### src/rtl/onoff_pkg.sv
// Shared state encoding and default parameter values for the on/off channel sequencer.
package onoff_pkg;

    localparam int unsigned DEF_N_CH       = 4;
    localparam int unsigned DEF_SETTLE_CYC = 8;
    localparam int unsigned DEF_MAX_ON     = 3;

    typedef enum logic [0:0] {
        STATE_IDLE,
        STATE_SETTLE
    } state_e;

endpackage

### src/rtl/rr_arbiter.sv
// Combinational round-robin picker: first eligible channel above last_grant, wrapping around.
module rr_arbiter import onoff_pkg::*; #(
    parameter int unsigned N_CH  = DEF_N_CH,
    parameter int unsigned IDX_W = $clog2(N_CH)
) (
    input  logic [N_CH-1:0]  eligible,
    input  logic [IDX_W-1:0] last_grant,
    output logic [N_CH-1:0]  winner,
    output logic             valid
);

    always_comb begin
        logic [IDX_W-1:0] idx;
        winner = '0;
        valid  = 1'b0;
        idx    = '0;
        for (int unsigned off = 1; off <= N_CH; off++) begin
            idx = IDX_W'((32'(last_grant) + off) % N_CH);
            if (!valid && eligible[idx]) begin
                winner[idx] = 1'b1;
                valid       = 1'b1;
            end
        end
    end

endmodule

### src/rtl/onoff_sequencer.sv
// Rate-limited channel enable sequencer: one turn-on per settle window, capped concurrent ON count.
module onoff_sequencer import onoff_pkg::*; #(
    parameter int unsigned N_CH       = DEF_N_CH,
    parameter int unsigned SETTLE_CYC = DEF_SETTLE_CYC,
    parameter int unsigned MAX_ON     = DEF_MAX_ON
) (
    input  logic            CLK,
    input  logic            RST,
    input  logic [N_CH-1:0] SW_ON,
    input  logic [N_CH-1:0] SW_OFF,
    output logic [N_CH-1:0] ON,
    output logic [N_CH-1:0] GRANT,
    output logic            BUSY
);

    localparam int unsigned IDX_W = $clog2(N_CH);
    localparam int unsigned CNT_W = (SETTLE_CYC > 1) ? $clog2(SETTLE_CYC) : 1;
    localparam int unsigned ACT_W = $clog2(N_CH + 1);

    localparam logic [CNT_W-1:0] CNT_LOAD = CNT_W'(SETTLE_CYC - 1);
    localparam logic [ACT_W-1:0] MAX_ACT  = ACT_W'(MAX_ON);
    localparam logic [IDX_W-1:0] LAST_RST = IDX_W'(N_CH - 1);

    state_e            state_q, state_d;
    logic [CNT_W-1:0]  cnt_q, cnt_d;
    logic [N_CH-1:0]   on_q, on_d;
    logic [N_CH-1:0]   grant_q, grant_d;
    logic [IDX_W-1:0]  last_q, last_d;

    logic [N_CH-1:0]   eligible;
    logic [N_CH-1:0]   on_kept;
    logic [ACT_W-1:0]  active;
    logic [N_CH-1:0]   win;
    logic              win_valid;
    logic [IDX_W-1:0]  win_idx;

    // Turn-offs take effect this cycle, so the cap is judged on what survives them.
    assign on_kept  = on_q & ~SW_OFF;
    assign eligible = SW_ON & ~SW_OFF & ~on_q;

    always_comb begin
        active = '0;
        for (int i = 0; i < int'(N_CH); i++) begin
            active = active + ACT_W'(on_kept[i]);
        end
    end

    rr_arbiter #(
        .N_CH  (N_CH),
        .IDX_W (IDX_W)
    ) u_arb (
        .eligible   (eligible),
        .last_grant (last_q),
        .winner     (win),
        .valid      (win_valid)
    );

    always_comb begin
        win_idx = '0;
        for (int i = 0; i < int'(N_CH); i++) begin
            if (win[i]) begin
                win_idx = IDX_W'(i);
            end
        end
    end

    always_comb begin
        state_d = state_q;
        cnt_d   = cnt_q;
        on_d    = on_kept;
        grant_d = '0;
        last_d  = last_q;
        unique case (state_q)
            STATE_IDLE: begin
                if (win_valid && (active < MAX_ACT)) begin
                    on_d    = on_kept | win;
                    grant_d = win;
                    last_d  = win_idx;
                    cnt_d   = CNT_LOAD;
                    state_d = STATE_SETTLE;
                end
            end
            STATE_SETTLE: begin
                if (cnt_q == '0) begin
                    state_d = STATE_IDLE;
                end else begin
                    cnt_d = cnt_q - CNT_W'(1);
                end
            end
            default: begin
                state_d = STATE_IDLE;
            end
        endcase
    end

    always_ff @(posedge CLK) begin
        if (RST) begin
            state_q <= STATE_IDLE;
            cnt_q   <= '0;
            on_q    <= '0;
            grant_q <= '0;
            last_q  <= LAST_RST;
        end else begin
            state_q <= state_d;
            cnt_q   <= cnt_d;
            on_q    <= on_d;
            grant_q <= grant_d;
            last_q  <= last_d;
        end
    end

    assign ON    = on_q;
    assign GRANT = grant_q;
    assign BUSY  = (state_q == STATE_SETTLE);

endmodule

### config.mk
export PLATFORM = sky130hd
export DESIGN_NAME = onoff_sequencer
export DESIGN_NICKNAME = d
export VERILOG_FILES = /design/src/rtl/onoff_pkg.sv /design/src/rtl/rr_arbiter.sv /design/src/rtl/onoff_sequencer.sv
export SDC_FILE = /design/constraint.sdc
export NUM_CORES = 1
export LEC_CHECK = 0
export ABC_AREA = 0
export CAP_MARGIN = 10
export CORE_ASPECT_RATIO = 0.9
export CORE_MARGIN = 2
export CORE_UTILIZATION = 55
export CTS_CLUSTER_SIZE = 10
export DETAILED_ROUTE_END_ITERATION = 6
export DONT_BUFFER_PORTS = 1
export HOLD_SLACK_MARGIN = 0.15
export PLACE_DENSITY = 0.74
export SYNTH_ARGS = -nofsm -noshare
export SYNTH_HDL_FRONTEND = slang
export SYNTH_SLANG_ARGS = --single-unit
### constraint.sdc
create_clock -name CLK -period 3.53 [get_ports CLK]
set_clock_uncertainty 0.2 [all_clocks]
set_input_delay 0.353 -clock CLK [delete_from_list [all_inputs] [get_ports CLK]]
set_output_delay 0.353 -clock CLK [all_outputs]
set_load 0.01 [all_outputs]
==> results of run 1 <==
-- worst paths after layout --
path | start | end | slack, ns | cells past startpoint
max | SW_OFF[1] | last_q[0]$_SDFFE_PP1P_ | 0.54 | 9
min | RST | GRANT[2]$_SDFF_PP0_ | 0.22 | 2
max reg2reg | last_q[0]$_SDFFE_PP1P_ | last_q[1]$_SDFFE_PP1P_ | 0.62 | 7
min reg2reg | cnt_q[1]$_SDFFE_PP0P_ | cnt_q[1]$_SDFFE_PP0P_ | 0.33 | 2
-- stage by stage --
stage | total power (uW) | std cells | setup WS [ns] | util [%]
after global routing | 941 | 133 | 0.421 | 65.2
after detailed placement | 766 | 125 | 0.633 | 61.0
final | 867 | 133 | 0.536 | 65.2
after CTS | 867 | 133 | 0.531 | 65.2
after floorplan | 675 | 104 | 0.816 | -
after global placement | 747 | 125 | 0.710 | 61.0
-- worst max-delay path, delay by kind of cell --
kind | cells | cell delay [ns]
compound gates | 2 | 0.43
buf+inv | 1 | 0.54
simple gates | 3 | 0.70
fa+ha+maj | 3 | 0.92
-- cell type report --
type	count	area share, %
Tap cell	24	2.66
Inverter	6	1.99
Multi-Input combinational cell	81	64.1
Clock buffer	3	1.99
Sequential cell	14	24.8
Timing Repair Buffer	5	4.43
-- layout by cell type, fill, tap and decap left out, drive strengths merged, types with 2 or more instances in the layout --
master       count
nand2            3
or3b             4
o21ai            2
nand3b           4
a32oi            2
nor2b            4
dlygate4sd3      5
dfxtp           14
and2             2
a21oi           11
nor3b            4
mux4             5
nor2            12
ha              12
inv              6
clkbuf           3
o2bb2ai          4
-- routing by layer --
layer	routed length, um	track usage (%)
met5	0	0
met4	13	6.11
met3	182	7.95
met1	975	27.1
met2	980	38.4
-- power groups by stage --
stage / Sequential, uW / Combinational [uW] / Clock (uW)
after CTS: 291 / 483 / 93.0
final: 291 / 486 / 90.0
after global routing: 301 / 540 / 99.1
after floorplan: 278 / 396 / 0
after global placement: 292 / 455 / 0
after detailed placement: 294 / 472 / 0
-- registers in the layout, indices dropped and copies added (netlist names) --
signal	count
GRANT	4
ON	4
cnt_q	3
last_q	2
BUSY	1
-- kinds of logic after synthesis --
group           synth area share [%]
flops                           26.9
simple gates                    23.3
fa+ha+maj                       16.3
compound gates                  17.0
buf+inv                         3.72
mux                             12.8
-- what timing repair did --
action,CTS,global route
endpoints found under the hold margin,10,0
hold buffers,5,0
buffers inserted,0,0
==> qor.log, run 1 <==
qor: finish.final_nets 134
qor: logic_synthesis.postSynthRegisterBits 14
qor: logic_synthesis.synth_seq_area_share 26.9%
qor: route.drtPass1Iterations 4
qor: logic_synthesis.synth_top_area_share 26.9%
qor: route.detail_route.wirelength 2.15 mm
qor: timing.accumulated_negative_setup_slack 0 ns
qor: setup_path.critPathMostFrequentCell ha_1
qor: run.max_capacitance_violation_total 0
qor: timing.maxSlewViolCount 0
qor: clock_tree.clock_tree.htree_level_count 1
qor: timing.worst_slew_pin_slew 0.440 ns
qor: clock_tree.cts_buffer_depth 2
qor: setup_path.max_stage_delay 0.54 ns
qor: power_and_ir_drop.cellPowerDensity 767 nW/um^2
qor: timing.number_of_hold_slack_violations_in_the_final_timing_report 0
qor: logic_synthesis.synthesis.area_per_instance 10.0 um^2
qor: timing.fin_hold_ws 0.222 ns
qor: power_and_ir_drop.pwr-share-comb 56.1%
qor: global_routing.grt.total_usage 22.4%
qor: finish.multi_input_area 724 um^2
qor: power_and_ir_drop.power.sequential.fraction 33.5%
qor: finish.register_area 280 um^2
qor: timing.achievable-frequency 334 MHz
qor: finish.syn2layout_area_growth 8.27%
qor: power_and_ir_drop.internal-power 470 uW
qor: worst_hold_path.hold_path.class primary input to register
qor: route.detail_route.iter0.violations 15
qor: setup_path.cp-end-kind register
qor: timing.rsz0062_at_grt no
qor: route.route.detailed.wl_per_inst 16.2 um
qor: finish.n_antenna_cell 0
qor: floorplan.core_area 1730 um^2
qor: global_routing.via_count_of_the_first_global_routing_pass 838
qor: clock_tree.cts.repair.resized 0
qor: setup_path.timing_worst_setup_path_type primary input to register
qor: route.ant_nets 0
qor: setup_path.cp_data_arrival_time 2.94 ns
qor: finish.final_design_area_no_fill 1130 um^2
qor: place.buffer_ports.inserted 0
qor: finish.post_route_cells_drive_above_1_share 12.8%
qor: place.hpwlAfterDp 1.64 mm
qor: logic_synthesis.ys_async_sr_fraction 0%
qor: route.detail_route.drc_violations 0
qor: floorplan.die_x 49.9 um
qor: logic_synthesis.synth_cell_types 33
qor: logic_synthesis.yosys.cell_count.top_type dfxtp_1
qor: logic_synthesis.yosys.area.top_type dfxtp_1
qor: route.vias_per_cell 6.10
qor: setup_path.worstPathCellList dlygate4sd3_1 -> nor2b_1 -> fa_1 -> ha_1 -> ha_1 -> a211o_1 -> or2_2 -> nor2_1 -> a32oi_1
qor: logic_synthesis.post_synth_most_frequent_cells dfxtp_1 (14), ha_1 (12), nor2_1 (12)
qor: timing.final_min_period_over_clock_period 84.8%
qor: logic_synthesis.synth.yosys.warnings 0
qor: logic_synthesis.syn_area 1040 um^2
qor: setup_path.kind_of_launch_point_of_the_worst_setup_path primary input
qor: global_routing.gr-total-overflow 0
qor: floorplan.die_height 45.3 um
qor: timing.finalCriticalPeriod 2.99 ns
qor: power_and_ir_drop.switching_share 45.8%
qor: clock_tree.cts_tree yes
qor: setup_path.worst-path-max-fanout 6
qor: logic_synthesis.synth-edff-count 0
qor: place.gp_routability_congestion 0.923
qor: global_routing.grt_first_pass_wirelength 3.71 mm
qor: clock_tree.number_of_buffers_created_by_cts 3
qor: clock_tree.cts_root_buffer clkbuf_4
qor: place.postPlaceCellArea 1060 um^2
qor: floorplan.io_pins 19
qor: run_status.run_status finished clean
qor: power_and_ir_drop.p_clk_share 10.4%
qor: logic_synthesis.mappedNetlistNets 127
qor: setup_path.timing.critical_path.required 3.47 ns
qor: global_routing.grt_max_degree 11
qor: finish.fillers 133
qor: clock_tree.tritoncts_num_sinks 14
qor: clock_tree.clk_transition_reported_paths 0.08 ns
qor: global_routing.antenna_found_initial 0
qor: logic_synthesis.most_frequently_used_flop_master_after_synthesis dfxtp_1
qor: power_and_ir_drop.p_leak 0.000469 uW
qor: clock_tree.clock_insertion_delay_at_the_later_pin_of_the_skew_report 0.28 ns
qor: timing.setup-violations-final 0
qor: floorplan.floorplan.initialDensity 60.2%
qor: floorplan.core.rowCount 14
qor: timing.worst_slew_margin_relative_to_its_limit 70.7%
qor: floorplan.dieArea 2260 um^2
qor: logic_synthesis.gate_count_post_synth 104
qor: route.vias 811
qor: power_and_ir_drop.vdd_drop_max 422 uV
qor: power_and_ir_drop.total_switching_power 397 uW
qor: logic_synthesis.synth_area_leaders dfxtp_1 (27%), ha_1 (14%), mux4_1 (7.6%)
qor: setup_path.critical-path-slowest-cell dlygate4sd3_1
No activity file was read; power rests on OpenSTA's default activity.
==> inputs of run 2 (changes only) <==
--- a/config.mk
+++ b/config.mk
@@ -14,7 +14,7 @@
 export DETAILED_ROUTE_END_ITERATION = 6
 export DONT_BUFFER_PORTS = 1
 export HOLD_SLACK_MARGIN = 0.15
-export PLACE_DENSITY = 0.74
+export PLACE_DENSITY = 0.77
 export SYNTH_ARGS = -nofsm -noshare
 export SYNTH_HDL_FRONTEND = slang
 export SYNTH_SLANG_ARGS = --single-unit
==> constraint.sdc (replaced) <==
create_clock -name CLK -period 2.71 [get_ports CLK]
set_clock_uncertainty 0.2 [all_clocks]
set_input_delay 0.271 -clock CLK [delete_from_list [all_inputs] [get_ports CLK]]
set_output_delay 0.271 -clock CLK [all_outputs]
set_load 0.01 [all_outputs]
==> qor.log, run 2 (synthesis gave the netlist of run 1 again) <==
qor: timing.setup-violations-final 0
qor: place.buffer_ports.inserted 0
qor: finish.final_nets 141
qor: global_routing.use_met3 8.94%
qor: timing.maxSlewViolCount 0
qor: setup_path.timing_worst_setup_path_type register to register
qor: timing.number_of_hold_slack_violations_in_the_final_timing_report 0
qor: place.pre_cts_ws -0.0102 ns
qor: clock_tree.tritoncts_num_sinks 14
qor: clock_tree.cts_tree yes
qor: timing.worst_slew_margin_relative_to_its_limit 68.6%
qor: floorplan.dieArea 2260 um^2
qor: timing.worst_slew_pin_slew 0.466 ns
qor: route.detail_route.iter0.violations 23
qor: timing.finalCriticalPeriod 2.64 ns
qor: setup_path.critPathMostFrequentCell ha_1
qor: place.gp_routability_congestion 0.824
qor: global_routing.grt.met1_usage 29.3%
qor: route.ant_nets 0
qor: place.hpwlAfterDp 1.81 mm
qor: run_status.run_status finished clean
qor: timing.final_min_period_over_clock_period 97.3%
qor: clock_tree.cts_buffer_depth 2
qor: finish.layout_commonest_cell dfxtp_1
qor: place.dp_cells 132
qor: global_routing.grt_most_used_layer met2
qor: finish.layout_common_cells dfxtp_1 (14), ha_1 (12), nor2_1 (11)
qor: timing.fin_hold_ws 0.333 ns
qor: floorplan.io_pins 19
qor: global_routing.grt.total_usage 22.6%
qor: finish.n_antenna_cell 0
qor: setup_path.timing.critical_path.required 2.72 ns
qor: floorplan.die_x 49.9 um
qor: route.vias 850
qor: clock_tree.clock_insertion_delay_at_the_later_pin_of_the_skew_report 0.29 ns
qor: clock_tree.clock_tree.htree_level_count 1
qor: setup_path.critical-path-slowest-cell fa_1
qor: setup_path.max_stage_delay 0.49 ns
qor: global_routing.globalRouteMet2Util 36.8%
qor: setup_path.worstPathCellList nor2b_2 -> fa_1 -> ha_1 -> ha_1 -> a211o_1 -> or3_4 -> o2bb2ai_1
qor: setup_path.kind_of_launch_point_of_the_worst_setup_path register
qor: floorplan.die_height 45.3 um
qor: global_routing.grt_max_degree 11
qor: power_and_ir_drop.p_leak 0.000512 uW
qor: route.vias_per_cell 6.07
qor: worst_hold_path.hold_path.class register to register
qor: route.drtPass1Iterations 4
qor: setup_path.cp_data_arrival_time 2.65 ns
qor: timing.achievable-frequency 379 MHz
qor: global_routing.antenna_found_initial 0
qor: route.detail_route.drc_violations 0
qor: finish.stdcell_count 140
qor: global_routing.via_count_of_the_first_global_routing_pass 839
qor: route.route.detailed.wl_per_inst 17.2 um
qor: floorplan.floorplan.initialDensity 60.2%
qor: power_and_ir_drop.cellPowerDensity 1030 nW/um^2
qor: clock_tree.cts_root_buffer clkbuf_4
qor: floorplan.core_area 1730 um^2
qor: finish.final_standard_cell_utilization_of_the_core 70.1%
qor: setup_path.cp-end-kind register
qor: global_routing.grt_first_pass_wirelength 3.78 mm
qor: timing.rsz0062_at_grt no
qor: clock_tree.clk_transition_reported_paths 0.09 ns
qor: route.detail_route.wirelength 2.41 mm
qor: finish.syn2layout_area_growth 16.5%
qor: floorplan.core.rowCount 14
qor: finish.fillers 122
qor: run.max_capacitance_violation_total 0
qor: clock_tree.number_of_buffers_created_by_cts 3
qor: setup_path.worst-path-max-fanout 7
qor: power_and_ir_drop.vdd_drop_max 743 uV
qor: timing.final_critical_path_setup_slack 0.0721 ns
qor: finish.post_route_cells_drive_above_1_share 25.0%
qor: global_routing.gr-total-overflow 0
-- run 2: cell count changes in the layout (fill, tap and decap cells not counted), sizes merged --
| cell | change |
|---|---|
| buf | +7 |
-- run 2: final cells by class --
cell class | instances | area (um^2) | share of cell area [%]
clock buffers | 3 | 22.5 | 1.85
inverters | 6 | 22.5 | 1.85
multi-input cells | 81 | 758 | 62.3
flip-flops and latches | 14 | 280 | 23.0
well taps | 24 | 30.0 | 2.47
repair buffers | 12 | 103 | 8.44
-- run 2: per-stage QoR --
stage / total power [uW] / cell area [um^2] / setup TNS (ns)
floorplan: 880 / 1050 / 0
global placement: 1020 / 1110 / 0
detailed placement: 1060 / 1110 / -0.0102
CTS: 1190 / 1190 / 0
global route: 1330 / 1220 / 0
finish: 1250 / 1220 / 0
-- run 2: what timing repair did --
action,CTS,global route
endpoints found under the setup margin,4,8
hold buffers,5,0
endpoints found under the hold margin,14,0
gates resized for setup,3,8
setup buffers,0,0
-- run 2: power by group --
group	total, uW	internal (uW)	switching [uW]	leakage, uW
sequential	351	285	65.1	0.000115
clock	118	51.7	66.6	0.0000138
combinational	783	352	431	0.000383
total	1250	689	563	0.000512
-- run 2: worst max-delay path: cells and delay by family, from the launching register on --
family / cells / cell delay [ns]
adder cells (fa/ha/maj): 3 / 0.96
AND/OR/NAND/NOR: 2 / 0.55
AO/OA/AOI/OAI: 2 / 0.53
flip-flops: 1 / 0.32
-- run 2: final timing paths --
| check | startpoint | to | slack [ns] | depth (start not counted) |
|---|---|---|---|---|
| min reg2reg | cnt_q[1]$_SDFFE_PP0P_ | cnt_q[1]$_SDFFE_PP0P_ | 0.33 | 2 |
| max | ON[0]$_SDFF_PP0_ | ON[3]$_SDFF_PP0_ | 0.07 | 7 |
| min | cnt_q[1]$_SDFFE_PP0P_ | cnt_q[1]$_SDFFE_PP0P_ | 0.33 | 2 |
| max reg2reg | ON[0]$_SDFF_PP0_ | ON[3]$_SDFF_PP0_ | 0.07 | 7 |
-- run 2: layer usage --
layer  up-vias  routed length (um)
li1        409                   -
met4         0                   0
met1       410                1090
met2        31                1180
met3         0                 143
met5         -                   0
==> inputs of run 3 (changes only) <==
--- a/config.mk
+++ b/config.mk
@@ -15,6 +15,8 @@
 export DONT_BUFFER_PORTS = 1
 export HOLD_SLACK_MARGIN = 0.15
 export PLACE_DENSITY = 0.77
+export RECOVER_POWER = 50
 export SYNTH_ARGS = -nofsm -noshare
 export SYNTH_HDL_FRONTEND = slang
+export SYNTH_HIERARCHICAL = 1
 export SYNTH_SLANG_ARGS = --single-unit
==> qor.log, run 3 <==
qor: timing.rsz0062_at_grt yes
qor: finish.fillers 149
qor: logic_synthesis.syn_area 1070 um^2
qor: timing.setup-violations-final 0
qor: route.routed-wl-met2 1.19 mm
qor: setup_path.r2r-start last_q[1]$_SDFFE_PP1P_
qor: timing.maxSlewViolCount 0
qor: clock_tree.cts_post_setup_buffers_inserted 0
qor: logic_synthesis.yosys.cell_count.top_type dfxtp_1
qor: route.detail_route.wirelength 2.50 mm
qor: timing.achievable-frequency 376 MHz
qor: finish.post_route_cells_drive_above_1_share 20.9%
qor: logic_synthesis.synth-compound-area-share 16.0%
qor: logic_synthesis.postSynthRegisterBits 14
qor: timing.finalCriticalPeriod 2.66 ns
qor: logic_synthesis.most_frequently_used_flop_master_after_synthesis dfxtp_1
qor: logic_synthesis.yosys.area.top_type dfxtp_1
qor: global_routing.gr-total-overflow 0
qor: logic_synthesis.synth_cell_types 37
qor: logic_synthesis.synth_seq_area_share 26.2%
qor: route.detail_route.drc_violations 0
qor: logic_synthesis.synth_mux_area_share 12.0%
qor: setup_path.cp_data_arrival_time 2.64 ns
qor: global_routing.via_count_of_the_first_global_routing_pass 826
qor: place.postPlaceCellArea 1140 um^2
qor: power_and_ir_drop.p_clk_share 10.6%
qor: route.met1_length 1.09 mm
qor: route.vias_per_cell 6.32
qor: worst_hold_path.hold_path.class register to register
qor: route.ant_nets 0
qor: clock_tree.cts_root_buffer clkbuf_4
qor: timing.worst_slew_margin_relative_to_its_limit 68.7%
qor: route.met3_length 152 um
qor: logic_synthesis.synth-edff-count 0
qor: place.hpwlAfterDp 1.78 mm
qor: logic_synthesis.synth.yosys.warnings 6
qor: logic_synthesis.gate_count_post_synth 115
qor: logic_synthesis.synthesis.area_per_instance 9.31 um^2
qor: floorplan.die_height 45.9 um
qor: clock_tree.clk_transition_reported_paths 0.07 ns
qor: power_and_ir_drop.pwr-share-comb 61.6%
qor: logic_synthesis.synth_area_in_xor_xnor 0%
qor: clock_tree.tritoncts_num_sinks 14
qor: route.route.top_layer_used met4
qor: logic_synthesis.synth_area_leaders dfxtp_1 (26%), ha_1 (14%), mux2i_1 (7.5%)
qor: floorplan.dieArea 2320 um^2
qor: setup_path.kind_of_launch_point_of_the_worst_setup_path register
qor: global_routing.antenna_found_initial 0
qor: clock_tree.cts_buffer_depth 2
qor: floorplan.core_area 1880 um^2
qor: clock_tree.clock_insertion_delay_at_the_later_pin_of_the_skew_report 0.28 ns
qor: finish.final_design_area_no_fill 1240 um^2
qor: clock_tree.number_of_buffers_created_by_cts 3
qor: power_and_ir_drop.power.sequential.fraction 27.8%
qor: run_status.run_status finished clean
qor: floorplan.floorplan.initialDensity 57.1%
qor: logic_synthesis.mappedNetlistNets 138
qor: route.route.detailed.wl_per_inst 16.2 um
qor: logic_synthesis.synth_top_family_by_area simple AND/OR/NAND/NOR gates
qor: power_and_ir_drop.p_leak 0.000572 uW
qor: floorplan.core.rowCount 15
qor: finish.n_antenna_cell 0
qor: setup_path.timing.critical_path.required 2.68 ns
qor: worst_hold_path.hold_start cnt_q[1]$_SDFFE_PP0P_
qor: setup_path.crit_path_start last_q[1]$_SDFFE_PP1P_
qor: global_routing.grt_first_pass_wirelength 3.71 mm
qor: power_and_ir_drop.vdd_drop_max 512 uV
qor: global_routing.grt.total_usage 22.0%
qor: timing.number_of_hold_slack_violations_in_the_final_timing_report 0
qor: timing.final_min_period_over_clock_period 98.3%
qor: finish.layout_common_cells dfxtp_1 (14), ha_1 (11), inv_1 (10)
qor: power_and_ir_drop.internal-power 621 uW
qor: place.buffer_ports.inserted 0
qor: power_and_ir_drop.switching_share 43.6%
qor: logic_synthesis.synth_top_area_share 26.2%
qor: finish.layout_commonest_cell dfxtp_1
qor: finish.final_standard_cell_utilization_of_the_core 66.2%
qor: clock_tree.cts_tree yes
qor: logic_synthesis.synth_simple_gate_area_share 23.9%
qor: setup_path.timing_worst_setup_path_type register to register
qor: run.max_capacitance_violation_total 0
qor: logic_synthesis.synthAdderAreaFrac 15.9%
qor: setup_path.worst-path-max-fanout 5
qor: power_and_ir_drop.total_switching_power 480 uW
qor: global_routing.grt_max_degree 15
qor: route.vias 974
qor: floorplan.die_x 50.5 um
qor: setup_path.cp-end-kind register
qor: finish.syn2layout_area_growth 16.0%
qor: logic_synthesis.post_synth_most_frequent_cells dfxtp_1 (14), ha_1 (12), inv_1 (10)
qor: power_and_ir_drop.cellPowerDensity 886 nW/um^2
qor: route.drtPass1Iterations 4
qor: clock_tree.clock_tree.htree_level_count 1
qor: logic_synthesis.ys_async_sr_fraction 0%
qor: place.gp_routability_congestion 0.838
qor: finish.final_nets 154
qor: route.detail_route.iter0.violations 69
qor: timing.worst_slew_pin_slew 0.468 ns
qor: floorplan.io_pins 19
[run 3: cell types whose count changed in the layout (fill, tap and decap cells not counted), moves of 5 or more]
cell / delta
a31oi_1: +6
mux2i_1: +6
inv_1: +5
a21oi_1: -8
nor2_1: -5
[run 3: timing repair]
action,CTS,global route
hold buffers,5,0
hold endpoints to repair,14,0
resized for setup,0,8
endpoints found under the setup margin,0,10
[run 3: worst paths after layout]
| kind | slack, ns | endpoint | depth (start not counted) |
|---|---|---|---|
| min | 0.31 | cnt_q[1]$_SDFFE_PP0P_ | 2 |
| max | 0.05 | last_q[0]$_SDFFE_PP1P_ | 8 |
| min reg2reg | 0.31 | cnt_q[1]$_SDFFE_PP0P_ | 2 |
| max reg2reg | 0.05 | last_q[0]$_SDFFE_PP1P_ | 8 |
[run 3: logic make-up (layout without fill, tap and decap cells)]
group	count (synthesis)	count (layout)
compound gates	22	22
mux	11	11
buf+inv	13	27
flops	14	14
fa+ha+maj	13	13
simple gates	42	42
[run 3: final cells by class]
| cell class | instances | area (um^2) | share of cell area (%) |
|---|---|---|---|
| clock buffers | 3 | 22.5 | 1.81 |
| repair buffers | 14 | 118 | 9.47 |
| inverters | 10 | 37.5 | 3.02 |
| well taps | 25 | 31.3 | 2.52 |
| flip-flops and latches | 14 | 280 | 22.6 |
| multi-input cells | 88 | 753 | 60.6 |
[run 3: per-layer routing]
metal,vias to the layer above,global-route usage (%)
met2,47,37.9
met5,-,0
met3,11,5.92
met4,0,9.73
met1,461,26.0
li1,455,-
[run 3: worst max-delay path: stages, from the launching register on]
cell     delay [ns]
dfxtp_1        0.33
inv_1          0.09
ha_2           0.41
mux2i_1        0.31
mux2_4         0.26
mux2i_1        0.09
a221o_1        0.35
a21o_1         0.18
a311o_1        0.33
[run 3: per-stage QoR]
step                      setup TNS, ns  cells  power (uW)  hold slack, ns  worst slack, ns
after floorplan                       0    115         785           0.147          0.00316
after global placement                0    146         893           0.143            0.151
after detailed placement              0    146         930           0.145           0.0815
after CTS                             0    154        1060           0.315           0.0389
after global routing            -0.0185    154        1170           0.344          -0.0137
final                                 0    154        1100           0.306           0.0469
[run 3: power groups by stage]
stage / clock network, uW / registers [uW] / logic [uW]
after detailed placement: 0 / 310 / 620
after global placement: 0 / 309 / 584
after CTS: 121 / 306 / 631
after global routing: 130 / 312 / 729
final: 116 / 306 / 678
after floorplan: 0 / 314 / 471
